File: src/rtl/riscv_pkg.sv
// Shared core types: register-file geometry, arbiter state
// encoding and the long-latency result FIFO entry.
package riscv_pkg;

  localparam int REG_ADDR_W = 5;
  localparam int XLEN       = 32;
  localparam int NUM_REGS   = 1 << REG_ADDR_W;

  typedef enum logic {
    ARB_NORMAL = 1'b0,
    ARB_FORCE  = 1'b1
  } arb_state_e;

  typedef struct packed {
    logic                  live;
    logic [REG_ADDR_W-1:0] rd;
    logic [XLEN-1:0]       data;
  } lu_entry_t;

endpackage

File: src/rtl/result_fifo.sv
// Long-latency result FIFO with wrap-bit pointers and a
// per-slot live-bit clear used to squash overwritten results.
module result_fifo
  import riscv_pkg::*;
#(
  parameter int DEPTH = 4
) (
  input  logic                       clk,
  input  logic                       rst,
  input  logic                       push,
  input  lu_entry_t                  push_entry,
  input  logic                       pop,
  input  logic [DEPTH-1:0]           clr,
  output lu_entry_t [DEPTH-1:0]      entries,
  output logic [DEPTH-1:0]           occ,
  output logic [$clog2(DEPTH)-1:0]   head,
  output logic                       full,
  output logic                       empty
);

  localparam int AW = $clog2(DEPTH);

  lu_entry_t [DEPTH-1:0] mem;
  logic [AW:0] wptr;
  logic [AW:0] rptr;
  logic [AW:0] cnt;
  logic        do_push;
  logic        do_pop;

  assign cnt     = wptr - rptr;
  assign full    = cnt == (AW+1)'(DEPTH);
  assign empty   = cnt == '0;
  assign do_push = push && !full;
  assign do_pop  = pop && !empty;
  assign head    = rptr[AW-1:0];
  assign entries = mem;

  // A slot is occupied when its distance from head is below the count.
  always_comb begin
    occ = '0;
    for (int i = 0; i < DEPTH; i++)
      occ[i] = {1'b0, AW'(i) - head} < cnt;
  end

  always_ff @(posedge clk or posedge rst) begin
    if (rst) begin
      mem  <= '0;
      wptr <= '0;
      rptr <= '0;
    end else begin
      for (int i = 0; i < DEPTH; i++)
        if (clr[i]) mem[i].live <= 1'b0;
      if (do_push) mem[wptr[AW-1:0]] <= push_entry;
      wptr <= wptr + (AW+1)'(do_push);
      rptr <= rptr + (AW+1)'(do_pop);
    end
  end

endmodule

File: src/rtl/rf_write_arbiter.sv
// Shares the register-file write port between writeback and the
// long-latency unit; a starvation FSM forces a slot for the FIFO.
module rf_write_arbiter
  import riscv_pkg::*;
#(
  parameter int DEPTH        = 4,
  parameter int STARVE_LIMIT = 8,
  parameter int CW           = 4
) (
  input  logic                  clk,
  input  logic                  rst,
  input  logic                  RegWriteW,
  input  logic [REG_ADDR_W-1:0] RDW,
  input  logic [XLEN-1:0]       ResultW,
  input  logic                  lu_valid,
  input  logic [REG_ADDR_W-1:0] lu_rd,
  input  logic [XLEN-1:0]       lu_data,
  output logic                  lu_ready,
  output logic                  rf_we,
  output logic [REG_ADDR_W-1:0] rf_rd,
  output logic [XLEN-1:0]       rf_wd,
  output logic                  wb_stall,
  output logic [NUM_REGS-1:0]   rd_pending
);

  localparam int AW = $clog2(DEPTH);

  arb_state_e state;
  arb_state_e state_n;
  logic [CW-1:0] cnt;
  logic [CW-1:0] cnt_n;

  lu_entry_t [DEPTH-1:0] ent;
  logic [DEPTH-1:0]      occ;
  logic [DEPTH-1:0]      clr;
  logic [AW-1:0]         head;
  logic                  full;
  logic                  empty;
  lu_entry_t             head_e;
  lu_entry_t             push_e;

  logic pipe_req;
  logic pop;
  logic push_store;

  logic                  we_n;
  logic [REG_ADDR_W-1:0] rd_n;
  logic [XLEN-1:0]       wd_n;
  logic [NUM_REGS-1:0]   pending_n;

  assign lu_ready   = !full;
  assign push_store = lu_valid && !full && lu_rd != '0;
  assign pipe_req   = RegWriteW && RDW != '0 && !wb_stall;
  assign pop        = !pipe_req && !empty;
  assign head_e     = ent[head];
  assign push_e     = '{live: 1'b1, rd: lu_rd, data: lu_data};

  result_fifo #(
    .DEPTH(DEPTH)
  ) u_fifo (
    .clk       (clk),
    .rst       (rst),
    .push      (push_store),
    .push_entry(push_e),
    .pop       (pop),
    .clr       (clr),
    .entries   (ent),
    .occ       (occ),
    .head      (head),
    .full      (full),
    .empty     (empty)
  );

  // Older queued results to the same rd are dead once writeback wins.
  always_comb begin
    clr = '0;
    for (int i = 0; i < DEPTH; i++)
      clr[i] = pipe_req && occ[i] && ent[i].live && ent[i].rd == RDW;
  end

  always_comb begin
    pending_n = '0;
    for (int i = 0; i < DEPTH; i++)
      if (occ[i] && ent[i].live && !clr[i] && !(pop && AW'(i) == head))
        pending_n[ent[i].rd] = 1'b1;
    if (push_store) pending_n[lu_rd] = 1'b1;
    pending_n[0] = 1'b0;
  end

  always_comb begin
    we_n = 1'b0;
    rd_n = rf_rd;
    wd_n = rf_wd;
    unique case (1'b1)
      pipe_req: begin
        we_n = 1'b1;
        rd_n = RDW;
        wd_n = ResultW;
      end
      pop: begin
        if (head_e.live) begin
          we_n = 1'b1;
          rd_n = head_e.rd;
          wd_n = head_e.data;
        end
      end
      default: ;
    endcase
  end

  always_comb begin
    state_n = state;
    cnt_n   = cnt;
    unique case (state)
      ARB_NORMAL: begin
        if (empty || pop) begin
          cnt_n = '0;
        end else if (cnt == CW'(STARVE_LIMIT - 1)) begin
          state_n = ARB_FORCE;
          cnt_n   = '0;
        end else begin
          cnt_n = cnt + 1'b1;
        end
      end
      ARB_FORCE: begin
        state_n = ARB_NORMAL;
        cnt_n   = '0;
      end
      default: begin
        state_n = ARB_NORMAL;
        cnt_n   = '0;
      end
    endcase
  end

  always_ff @(posedge clk or posedge rst) begin
    if (rst) begin
      state      <= ARB_NORMAL;
      cnt        <= '0;
      wb_stall   <= 1'b0;
      rf_we      <= 1'b0;
      rf_rd      <= '0;
      rf_wd      <= '0;
      rd_pending <= '0;
    end else begin
      state      <= state_n;
      cnt        <= cnt_n;
      wb_stall   <= state_n == ARB_FORCE;
      rf_we      <= we_n;
      rf_rd      <= rd_n;
      rf_wd      <= wd_n;
      rd_pending <= pending_n;
    end
  end

endmodule
File: config.mk
export PLATFORM = sky130hd
export DESIGN_NAME = rf_write_arbiter
export DESIGN_NICKNAME = d
export VERILOG_FILES = /design/src/rtl/riscv_pkg.sv /design/src/rtl/result_fifo.sv /design/src/rtl/rf_write_arbiter.sv
export SDC_FILE = /design/constraint.sdc
export NUM_CORES = 1
export LEC_CHECK = 0
export BUFFER_PORTS_ARGS = -buffer_cell sky130_fd_sc_hd__buf_2
export CORE_ASPECT_RATIO = 1.75
export CORE_MARGIN = 3
export CORE_UTILIZATION = 45
export DETAILED_ROUTE_END_ITERATION = 12
export PLACE_DENSITY_LB_ADDON = 0.3
export SETUP_SLACK_MARGIN = 0.2
export SYNTH_ARGS = -nofsm -noshare
export SYNTH_HDL_FRONTEND = slang
export SYNTH_SLANG_ARGS = --single-unit
File: constraint.sdc
create_clock -name clk -period 9.1 [get_ports clk]
set_input_delay 0.91 -clock clk [delete_from_list [all_inputs] [get_ports clk]]
set_output_delay 0.91 -clock clk [all_outputs]
set_load 0.02 [all_outputs]
* Word-level counts from Yosys, hierarchy flattened
Index checks and enable logic that the tools add are counted.
Storage, ports and cells: flip-flop bits (word level) 232, input bits 78, output and inout bits 72, word-level logic and storage cells 157
Operators by class: add/subtract/negate cells 8, order comparisons 17, equal/unequal tests 10, multiplexer cells 37, bitwise logic cells 5, reductions and logical operators 60
Operators by type and width (count):
- 32-bit 2-to-1 mux | 6
- 152-bit bitwise mux | 1
- 152-bit 2-to-1 mux | 1
- 32-bit bitwise OR | 4
- 38-bit binary-select mux with 2-bit select | 1
- 38-bit demux with 2-bit select | 1
- 38-bit 2-to-1 mux | 2
- 32-bit case mux with 2 select lines | 1
- 1-bit logical AND | 41
- 5-bit by 6-bit less-than comparator with 1-bit output (second input constant) | 5
- 1-bit demux with 5-bit select | 5
- 5-bit by 1-bit >= comparator with 1-bit output (second input constant) | 5
- 5-bit == test | 4
- 1-bit zero test | 12
- 2-bit by 3-bit less-than comparator with 1-bit output | 4
- 1-bit 2-to-1 mux | 12
- 5-bit case mux with 2 select lines | 1
- 5-bit nonzero test | 2
- 4-bit 2-to-1 mux | 2
- 4-bit case mux with 2 select lines | 1
- 3-bit by 1-bit adder with 3-bit output | 2
- 2-bit by 3-bit less-than comparator with 1-bit output (second input constant) | 2
- 5-bit 2-to-1 mux | 1
- 4-bit by 1-bit adder with 4-bit output (second input constant) | 1
- other kinds (16) | 20

* Depth between registers and ports, before layout
Gate-level depths: netlist (run 1).
depth in word-level cells 18, mapped depth 13

* Modules after synthesis
A second synthesis (run 1) with hierarchy kept.
Second synthesis, totals: cells, all modules 1005, area, all modules 12144.1 um2
By module, submodules not included:
- result_fifo | instances 1, cells each 372, area each 6341.1 um2
- rf_write_arbiter | instances 1, cells each 633, area each 5803.1 um2

* Worst setup path before layout (run 1)
Ideal clock, no wire load.
kind register to register, from reg u_fifo.rptr[1], to reg rd_pending[12], setup time 67 ps, data arrival time 3715 ps, data required time 9033 ps, path slack 5318 ps, cell stages (with the launch flop) 14, clock period less this slack 3782 ps, cells stage by stage dfrtp_1 -> clkbuf_1 -> clkbuf_1 -> inv_1 -> fa_1 -> inv_1 -> ha_1 -> nor2b_1 -> o21ai_0 -> o311ai_2 -> or4_1 -> clkbuf_1 -> o22ai_1 -> a211o_1
Between the ends: word-level cells in the longest chain between the ends 17, elaborated cells between the ends (all ways) 65, those cells by class add/sub (5); order compare (4); eq/ne (4); mux (5); bitwise (4); reduce/logical (43)
RTL lines:
- start: declaration | line result_fifo.sv:25 | logic [AW:0] rptr;
- start signal: assignment | line result_fifo.sv:55 | rptr <= rptr + (AW+1)'(do_pop);
- 3-bit subtractor / 1-bit by 2-bit subtractor with 2-bit output (equally long branches) | line result_fifo.sv:30, result_fifo.sv:42
- 2-bit by 3-bit less-than comparator with 1-bit output | line result_fifo.sv:42 | occ[i] = {1'b0, AW'(i) - head} < cnt;
- 1-bit logical AND (3 in a row) | line rf_write_arbiter.sv:78 | clr[i] = pipe_req && occ[i] && ent[i].live && ent[i].rd == RDW;
- 1-bit zero test | line rf_write_arbiter.sv:84 | if (occ[i] && ent[i].live && !clr[i] && !(pop && AW'(i) == head))
- 1-bit logical AND (2 in a row) | line rf_write_arbiter.sv:84
- 32-bit 2-to-1 mux | line rf_write_arbiter.sv:84
- 32-bit bitwise OR (no source line)
- 32-bit 2-to-1 mux | line rf_write_arbiter.sv:84
- 32-bit bitwise OR (no source line)
- 32-bit 2-to-1 mux | line rf_write_arbiter.sv:84
- 32-bit bitwise OR (no source line)
- 32-bit 2-to-1 mux | line rf_write_arbiter.sv:84
- 32-bit bitwise OR (no source line)
- 32-bit 2-to-1 mux (*) | line rf_write_arbiter.sv:86 | if (push_store) pending_n[lu_rd] = 1'b1;
- via pending_n[12] | line rf_write_arbiter.sv:49 | logic [NUM_REGS-1:0] pending_n;
- end signal: assignment | line rf_write_arbiter.sv:152 | rd_pending <= pending_n;
- end: declaration | line rf_write_arbiter.sv:23 | output logic [NUM_REGS-1:0] rd_pending
Mark *: on every way through the listed nets, which the timed path passes. The rest lies on a longest branch. A chain may end at the register's enable or synchronous reset.

* Worst setup path in the final report (run 1)
from reg u_fifo.rptr[0], to reg rd_pending[29]
Same word-level chain as after synthesis.

==> results of run 1 <==
power breakdown:
part | total, uW | internal [uW] | leakage (uW) | switching, uW
logic | 2920 | 1310 | 0.00268 | 1610
registers | 1940 | 1530 | 0.00280 | 410
clock network | 1010 | 616 | 0.000398 | 398
cell families (layout without fill, tap and decap cells):
| group | after synthesis | after routing | synth area share (%) |
|---|---|---|---|
| XOR/XNOR | 25 | 25 | 2.12 |
| AND/OR/NAND/NOR | 250 | 250 | 11.1 |
| flip-flops | 232 | 232 | 49.6 |
| buffers and inverters | 83 | 213 | 3.02 |
| multiplexers | 222 | 222 | 24.6 |
| adder cells (fa/ha/maj) | 16 | 16 | 1.78 |
| AO/OA/AOI/OAI | 125 | 125 | 7.68 |
| other | 1 | 1 | 0.0321 |
metal layers:
metal | up-vias | global-route usage [%] | part of all wire (%) | routed length, um
li1 | 3709 | - | - | -
met1 | 4210 | 25.3 | 35 | 11300
met2 | 376 | 41.6 | 53 | 17100
met3 | 132 | 3.12 | 5.3 | 1700
met4 | 2 | 13.2 | 6.1 | 1970
met5 | - | 0 | 0.040 | 13
cell type report:
| class | count | share of cell area (%) |
|---|---|---|
| multi-input cells | 639 | 41.4 |
| well taps | 316 | 2.94 |
| clock inverters | 10 | 1.13 |
| inverters | 15 | 0.474 |
| clock buffers | 30 | 4.85 |
| repair buffers | 158 | 6.06 |
| flip-flops and latches | 232 | 43.2 |
through the flow:
step / area (um2) / setup slack, ps
3_3_place_gp: 12600 / 5120
6_report: 13500 / 5100
2_1_floorplan: 11700 / 1830
4_1_cts: 13500 / 5040
3_5_place_dp: 12600 / 5070
5_1_grt: 13500 / 4820
final timing paths:
path,start,end,slack (ps),cells past startpoint
max,u_fifo.rptr[0],rd_pending[29],5100,11
min,state,cnt[0],480,1
max reg2reg,u_fifo.rptr[0],rd_pending[29],5100,11
min reg2reg,state,cnt[0],480,1
max in group asynchronous,rst,u_fifo.rptr[1],6350,4
min in group asynchronous,rst,rd_pending[17],550,2
cells in the mapped netlist, types with 4 or more instances:
| cell type | number |
|---|---|
| nor2b_1 | 11 |
| ha_1 | 15 |
| mux2_2 | 148 |
| clkbuf_1 | 38 |
| xor2_1 | 6 |
| nand2_1 | 74 |
| o22ai_1 | 6 |
| dfrtp_1 | 232 |
| nor3b_1 | 10 |
| a21oi_1 | 24 |
| xnor2_1 | 17 |
| a22oi_1 | 20 |
| mux2i_1 | 36 |
| nor2_1 | 49 |
| and2_1 | 4 |
| buf_2 | 18 |
| nor3_1 | 13 |
| mux4_2 | 38 |
| nand3_1 | 33 |
| inv_1 | 15 |
| nand2b_1 | 4 |
| o22a_1 | 6 |
| o21ai_0 | 23 |
| buf_1 | 9 |
| nand3b_1 | 8 |
| o211ai_1 | 8 |
| nor4_1 | 6 |
| nand4_1 | 7 |
| and3_1 | 8 |
placed cells by master (no fill, tap or decap), types with 17 or more instances in the layout:
cell	Yosys	routed
nand2_1	74	74
a21oi_1	24	24
mux4_2	38	38
o21ai_0	23	23
xnor2_1	17	17
buf_2	18	148
dfrtp_1	232	230
a22oi_1	20	20
nand3_1	33	32
mux2_2	148	148
clkbuf_16	0	23
mux2i_1	36	36
nor2_1	49	48
==> results.tsv, run 1 <==
stage	metric	value	unit
clock_tree	cts_tree	done	
logic_synthesis	synth_top_area_share	49.6	%
sta	final.min_clock_period	4000	ps
pwr	p_total	5870	uW
logic_synthesis	async_flop_share	100	%
logic_synthesis	syn_area	11700	um2
placement	gp_congestion	0.962	
logic_synthesis	syn_nets	1048	
routing	ant_nets	0	
critical_path	cp_cell_sequence	buf_4 -> inv_1 -> ha_1 -> inv_1 -> ha_1 -> nor2b_1 -> o21ai_0 -> o311ai_4 -> nor4b_2 -> a22oi_1 -> or3b_1	
logic_synthesis	yosys_warnings	0	
placement	dpl.hpwl	21.9	mm
sta	fmax	250	MHz
pwr	ir_worst_vdd	248	uV
global_route	antenna_found_initial	1	
logic_synthesis	synth_cell_type_count	68	
sta	finalHoldViolations	0	
final_layout	fill_cells	2275	
routing	postRouteWirelength	32.1	mm
logic_synthesis	synth_edf_count	0	
routing	drt_iter0_markers	606	
critical_path	cp_top_family	simple AND/OR/NAND/NOR gates	
critical_path	cp_max_fo	42	
routing	wire_per_inst	22.9	um
routing	drc_errors	0	
final_layout	final_util	52.9	%
logic_synthesis	synth_area_leader_cell	dfrtp_1	
critical_path	cp_num_buf_inv	3	
clock_tree	cts_htree_levels	1	
logic_synthesis	synth.avg_cell_area	12.3	um2
clock_tree	cts_buffers	23	
final_layout	drive_gt1_share	37.8	%
sta	hold_slack	480	ps
clock_tree	clock_tree.buffer_depth	3	
global_route	grt_first_pass_wirelength	50.1	mm
final_layout	fin_nets	1163	
critical_path	crit_slowest_cell	nor4b_2	
floorplan	dieHeight	219	um
job	max_cap_violations	0	
global_route	globalRouteOverflowTotal	0	
final_layout	seqCellArea	5810	um2
placement	io_buffers	148	
critical_path	slowest_delay	990	ps
sta	rsz0062_at_grt	no	
clock_tree	cts-root-buf	clkbuf_16	
global_route	grt_pass1_vias	8902	
min_path	hp-class	flop to flop	
logic_synthesis	synth.area.top_cells	dfrtp_1 (50%), mux2_2 (14%), mux4_2 (7.3%), mux2i_1 (3.1%), nand2_1 (2.4%)	
pwr	power_density	437	nW/um2
sta	fin_crit_sh	44.0	%
clock_tree	ctsHoldBuffers	0	
floorplan	die_width	128	um
critical_path	critPathCaptureType	flop	
floorplan	rows	77	
routing	vias	8429	
logic_synthesis	ys.flop_type	dfrtp_1	
pwr	power.leakage	0.00588	uW
critical_path	cp_data_required_time	9560	ps
floorplan	ioPinCount	150	
floorplan	start_util	46.0	%
clock_tree	path_clk_slew	70	ps
final_layout	areaGrowthSynthToFinish	15.0	%
logic_synthesis	ys_seq_area_share	49.6	%
critical_path	worstSetupPathType	flop to flop	
sta	slew_violations	0	
floorplan	dieArea	28000	um2
sta	clock_skew	12.9	ps
sta	setup-tns-final	0	ps
sta	worst_pin_slew	1180	ps
clock_tree	cts_sinks	232	
clock_tree	cts_setup_buffers	0	
global_route	grt.total_usage	23.0	%
final_layout	multi_input_area	5560	um2
routing	routed_via_density	6.02	
routing	drt_pre_antenna_iters	7	
placement	placed_cells	1360	
final_layout	antenna-diode-count	0	
outcome	status	finished, final reports clean	
sta	relSlewSlack	20.8	%
sta	final-setup-viol-count	0	
clock_tree	insertion_delay	510	ps
global_route	grt_max_degree	106	
critical_path	cp_data_arrival_time	4460	ps
clock_tree	cts_resized	0	
logic_synthesis	synth_seq_cells	232	
logic_synthesis	syn_inst	954	
floorplan	core_area	25400	um2
final_layout	final_cells	1400	
critical_path	cp-start-kind	flop	
No activity file was read; power rests on OpenSTA's default activity.
==> run 2, diff against run 1 <==
==> constraint.sdc (replaced) <==
create_clock -name clk -period 3.95 [get_ports clk]
set_input_delay 0.395 -clock clk [delete_from_list [all_inputs] [get_ports clk]]
set_output_delay 0.395 -clock clk [all_outputs]
set_load 0.02 [all_outputs]
==> results.tsv, run 2 (synthesized netlist as in run 1, its figures left out) <==
stage	metric	value	unit	change
routing	drt_pre_antenna_iters	8		+1
sta	clock_skew	7.65	ps	-5.26 ps
clock_tree	path_clk_slew	60	ps	about the same
sta	fin_crit_sh	90.0	%	+46 points
sta	relSlewSlack	40.0	%	+19 points
min_path	hp-class	primary input to flop		
final_layout	drive_gt1_share	39.3	%	+1.5 points
pwr	pwr-share-seq	31.8	%	-1.2 points
outcome	status	finished, final reports clean		
clock_tree	cts_setup_buffers	0		unchanged
pwr	switching_share	41.0	%	-0.078 points
critical_path	cp_max_fo	5		-88%
global_route	grt_first_pass_wirelength	50.9	mm	+1.7%
global_route	antenna_found_initial	1		unchanged
critical_path	reg2reg_from	u_fifo.wptr[0]		
min_path	hold_path.startpoint	ResultW[10]		
critical_path	cp_data_arrival_time	4000	ps	-460 ps
pwr	power_density	1000	nW/um2	+130%
sta	slew_violations	0		unchanged
pwr	comb_power_share	52.1	%	+2.4 points
final_layout	fin_nets	1191		+2.4%
floorplan	rows	77		unchanged
pwr	p_total	13700	uW	+130%
sta	rsz0062_at_grt	no		
critical_path	r2r-end	rd_pending[1]		
critical_path	critPathCaptureType	flop		
final_layout	layout_commonest_cell	dfrtp_1		
sta	final-setup-viol-count	0		unchanged
placement	dpl.hpwl	23.2	mm	+6.3%
global_route	globalRouteOverflowTotal	0		unchanged
sta	fmax	281	MHz	+13%
critical_path	worstSetupPathType	flop to flop		
sta	setup-tns-final	0	ps	unchanged
final_layout	final_util	53.9	%	+0.98 points
critical_path	cp-start-kind	flop		
floorplan	start_util	46.0	%	unchanged
placement	gp_congestion	0.969		+0.69%
floorplan	ioPinCount	150		unchanged
sta	hold_slack	81.5	ps	-399 ps
routing	postRouteWirelength	32.8	mm	+2.0%
clock_tree	clock_tree.buffer_depth	3		unchanged
final_layout	areaGrowthSynthToFinish	17.1	%	
floorplan	dieHeight	219	um	unchanged
routing	ant_nets	0		unchanged
global_route	grt_pass1_vias	8977		+0.84%
job	max_cap_violations	0		unchanged
global_route	grt_max_degree	125		+18%
clock_tree	insertion_delay	520	ps	about the same
sta	final.min_clock_period	3550	ps	-446 ps
sta	setup_slack	396	ps	-4700 ps
routing	drc_errors	0		unchanged
routing	drt_iter0_markers	569		-6.1%
clock_tree	cts_tree	done		
pwr	power.leakage	0.00601	uW	+2.2%
sta	finalHoldViolations	0		unchanged
pwr	p_clk_share	16.1	%	-1.2 points
pwr	ir_worst_vdd	528	uV	+110%
critical_path	r2r.worst_path.cells	12		+1
clock_tree	cts-root-buf	clkbuf_16		
pwr	cell_internal_pwr	8090	uW	+130%
clock_tree	cts_htree_levels	1		unchanged
routing	wire_per_inst	22.9	um	about the same
global_route	grt.total_usage	23.6	%	+0.62 points
final_layout	layout_common_cells	dfrtp_1 (230), mux2_2 (148), buf_2 (148)		
routing	routed_via_density	5.96		-0.94%
placement	place_ws	456	ps	-4610 ps
clock_tree	cts_buffers	23		unchanged
floorplan	die_width	128	um	unchanged
critical_path	cp_data_required_time	4390	ps	-5170 ps
clock_tree	cts_sinks	232		unchanged
floorplan	dieArea	28000	um2	unchanged
critical_path	reg2reg_setup_slack	400	ps	-4700 ps
floorplan	core_area	25400	um2	unchanged
min_path	hold-path-cell-count	3		+2
pwr	switchingPower	5630	uW	+130%
routing	vias	8523		+1.1%
sta	worst_pin_slew	893	ps	-284 ps
min_path	min_to	rf_wd[10]		
placement	io_buffers	148		unchanged
[run 2: changes by cell type in the layout (fill, tap and decap cells not counted), moves of 3 or more]
| cell | delta |
|---|---|
| buf_4 | +21 |
| clkinvlp_4 | +3 |
| clkbuf_8 | +3 |
| clkinv_2 | -4 |
| buf_12 | +6 |
| bufinv_16 | -3 |
[run 2: power groups by stage]
stage / combinational [uW] / clock [uW] / sequential [uW]
floorplan: 4840 / 0 / 4350
global placement: 7000 / 0 / 4340
detailed placement: 7110 / 0 / 4380
CTS: 7130 / 2280 / 4340
global route: 7710 / 2370 / 4470
finish: 7150 / 2210 / 4360
[run 2: cell type report]
class	instances	area, um2
multi-input combinational	639	5570
tap	316	395
clock buffer	34	697
fill	2251	11700
antenna	1	2.50
clock inverter	6	66.3
inverter	15	60.1
sequential	232	5810
timing repair buffer	186	1100
[run 2: how the worst max path moves through the flow]
stage	startpoint	to	slack, ps	cells after the start
floorplan	u_fifo.rptr[1]	rd_pending[12]	300	13
CTS	u_fifo.wptr[0]	rd_pending[4]	430	12
global route	u_fifo.wptr[0]	rd_pending[1]	210	12
global placement	u_fifo.wptr[0]	rd_pending[12]	510	12
finish	u_fifo.wptr[0]	rd_pending[1]	400	12
detailed placement	u_fifo.wptr[0]	rd_pending[4]	460	12
[run 2: routing by layer]
metal | routed length (um) | global-route usage (%)
met2 | 17300 | 42.7
met5 | 0 | 0
met4 | 2200 | 15.1
met1 | 11700 | 25.3
met3 | 1550 | 3.29
[run 2: worst max-delay path: stages (launching register included)]
cell and delay, ps:
dfrtp_1 430, inv_1 100, ha_1 190, inv_1 70, fa_1 530, inv_1 110, ha_1 300, nor2b_1 130
o21ai_0 320, o311ai_2 270, nor4b_1 680, and2_1 230, nand4bb_1 120
[run 2: metrics by stage]
step                instances  area, um2
global route             1429      13700
CTS                      1428      13700
global placement         1387      12900
detailed placement       1387      12900
finish                   1429      13700
floorplan                 954      11700
[run 2: what timing repair did]
| item | CTS | global route |
|---|---|---|
| endpoints found under the hold margin | 7 | 0 |
| hold buffers | 1 | 0 |
| endpoints found under the setup margin | 0 | 8 |
| resized for setup | 0 | 2 |
==> run 3, diff against run 2 <==
--- a/config.mk
+++ b/config.mk
@@ -10,7 +10,9 @@
 export CORE_MARGIN = 3
 export CORE_UTILIZATION = 45
 export DETAILED_ROUTE_END_ITERATION = 12
+export HOLD_SLACK_MARGIN = 0.08
 export PLACE_DENSITY_LB_ADDON = 0.3
+export REMOVE_ABC_BUFFERS = 1
 export SETUP_SLACK_MARGIN = 0.2
 export SYNTH_ARGS = -nofsm -noshare
 export SYNTH_HDL_FRONTEND = slang
==> results.tsv, run 3 (synthesized netlist as in run 1, its figures left out) <==
stage	metric	value	unit	change
outcome	status	finished, final reports clean		
sta	clock_skew	14.0	ps	+6.36 ps
clock_tree	cts_tree	done		
routing	drt_pre_antenna_iters	5		-3
min_path	hold-path-cell-count	3		unchanged
clock_tree	cts_buffers	22		-4.3%
sta	final.min_clock_period	3430	ps	-127 ps
critical_path	worstSetupPathType	flop to flop		
global_route	antenna_found_initial	1		unchanged
floorplan	core_area	25400	um2	unchanged
critical_path	critPathCaptureType	flop		
clock_tree	cts_htree_levels	1		unchanged
routing	vias	8502		-0.25%
final_layout	layout_common_cells	dfrtp_1 (230), mux2_2 (148), buf_2 (148)		
critical_path	crit_top_cell	inv_1		
routing	ant_nets	0		unchanged
clock_tree	cts_sinks	232		unchanged
global_route	grt.total_usage	23.7	%	+0.13 points
final_layout	layout_commonest_cell	dfrtp_1		
global_route	grt_first_pass_wirelength	51.5	mm	+1.1%
final_layout	fin_nets	1202		+0.92%
pwr	ir_worst_vdd	503	uV	-4.6%
clock_tree	insertion_delay	510	ps	about the same
routing	drc_errors	0		unchanged
routing	routed_via_density	5.90		-1.1%
critical_path	cp_cell_sequence	inv_1 -> ha_1 -> inv_1 -> fa_1 -> xor3_1 -> o21ai_1 -> a21oi_1 -> nor2b_1 -> and2_2 -> buf_12 -> mux2_2		
min_path	hp-class	primary input to flop		
floorplan	dieArea	28000	um2	unchanged
critical_path	slowest_delay	540	ps	-140 ps
sta	final-setup-viol-count	0		unchanged
placement	dpl.hpwl	22.8	mm	-1.9%
sta	fin_crit_sh	86.7	%	-3.2 points
critical_path	r2r.worst_path.cells	11		-1
clock_tree	clock_tree.buffer_depth	3		unchanged
routing	drt_iter0_markers	542		-4.7%
floorplan	rows	77		unchanged
sta	worst_pin_slew	986	ps	+93.6 ps
clock_tree	path_clk_slew	60	ps	about the same
final_layout	multi_input_area	5560	um2	-0.20%
final_layout	seqCellArea	5810	um2	unchanged
global_route	globalRouteOverflowTotal	0		unchanged
critical_path	cp-start-kind	flop		
floorplan	ioPinCount	150		unchanged
global_route	grt_max_degree	81		-35%
job	max_cap_violations	0		unchanged
final_layout	drive_gt1_share	38.6	%	-0.69 points
sta	fmax	292	MHz	+3.7%
routing	postRouteWirelength	32.8	mm	+0.14%
sta	rsz0062_at_grt	no		
critical_path	cp_data_required_time	4340	ps	-50 ps
global_route	grt_pass1_vias	8974		-0.033%
clock_tree	cts-root-buf	clkbuf_16		
pwr	power_density	998	nW/um2	-0.39%
sta	hold_slack	111	ps	+29.2 ps
routing	wire_per_inst	22.8	um	-0.70%
floorplan	start_util	46.0	%	unchanged
final_layout	final_util	54.3	%	+0.41 points
floorplan	die_width	128	um	unchanged
sta	slew_violations	0		unchanged
critical_path	cp_data_arrival_time	3810	ps	-190 ps
final_layout	fill_cells	2238		-0.58%
pwr	power.leakage	0.00607	uW	+0.93%
sta	relSlewSlack	34.1	%	-5.9 points
placement	io_buffers	148		unchanged
placement	gp_congestion	0.975		+0.67%
sta	setup-tns-final	0	ps	unchanged
final_layout	areaGrowthSynthToFinish	18.0	%	
critical_path	cp_max_fo	35		+30
floorplan	dieHeight	219	um	unchanged
critical_path	crit_slowest_cell	xor3_1		
sta	finalHoldViolations	0		unchanged
run 3: layout make-up:
| cell class | count | share of cell area, % |
|---|---|---|
| antenna | 1 | 0.0181 |
| clock buffer | 29 | 4.55 |
| clock inverter | 11 | 1.01 |
| inverter | 15 | 0.462 |
| multi-input combinational | 639 | 40.3 |
| sequential | 232 | 42.1 |
| tap | 316 | 2.86 |
| timing repair buffer | 198 | 8.77 |
run 3: worst paths after layout:
kind | startpoint | end | slack (ps)
worst max-delay path | u_fifo.wptr[0] | flop | 520
worst min-delay path | ResultW[16] | rf_wd[16] | 110
worst max register to register | u_fifo.wptr[0] | flop | 520
worst min register to register | state | cnt[0] | 460
max in group asynchronous | rst | rf_wd[5] | 2490
min in group asynchronous | rst | asynchronous set/reset pin | 480
run 3: what timing repair did:
item                                    in CTS  in global routing
hold buffers                                13                  0
gates resized for setup                      0                  1
endpoints found under the hold margin       89                  0
setup buffers                                0                  0
endpoints found under the setup margin       0                  5
run 3: where the power goes:
group | switching (uW) | internal, uW | leakage [uW]
logic | 3870 | 3280 | 0.00289
registers | 851 | 3530 | 0.00280
clock network | 924 | 1320 | 0.000375
run 3: critical path, delay by kind of cell (launching register included):
family / cells / cell delay, ps
flip-flops: 1 / 430
XOR/XNOR: 1 / 540
adder cells (fa/ha/maj): 2 / 600
AND/OR/NAND/NOR: 2 / 450
multiplexers: 1 / 370
AO/OA/AOI/OAI: 2 / 480
buffers and inverters: 3 / 420
run 3: through the flow:
stage / worst slack, ps / total power [uW] / cells / instance area (um2)
6_report: 523 / 13800 / 1441 / 13800
5_1_grt: 312 / 14600 / 1441 / 13800
2_1_floorplan: -2810 / 9060 / 886 / 11400
3_5_place_dp: 421 / 11500 / 1387 / 12900
3_3_place_gp: 532 / 11300 / 1387 / 12900
4_1_cts: 416 / 13800 / 1440 / 13800
run 3: layer usage:
metal | track usage, % | wire length [um] | share of wire [%] | up-vias
met5 | 0 | 0 | 0 | -
met4 | 12.3 | 1880 | 5.7 | 0
met3 | 3.07 | 1660 | 5.1 | 107
met2 | 43.2 | 17600 | 54 | 304
met1 | 26.7 | 11700 | 36 | 4274
li1 | - | - | - | 3817
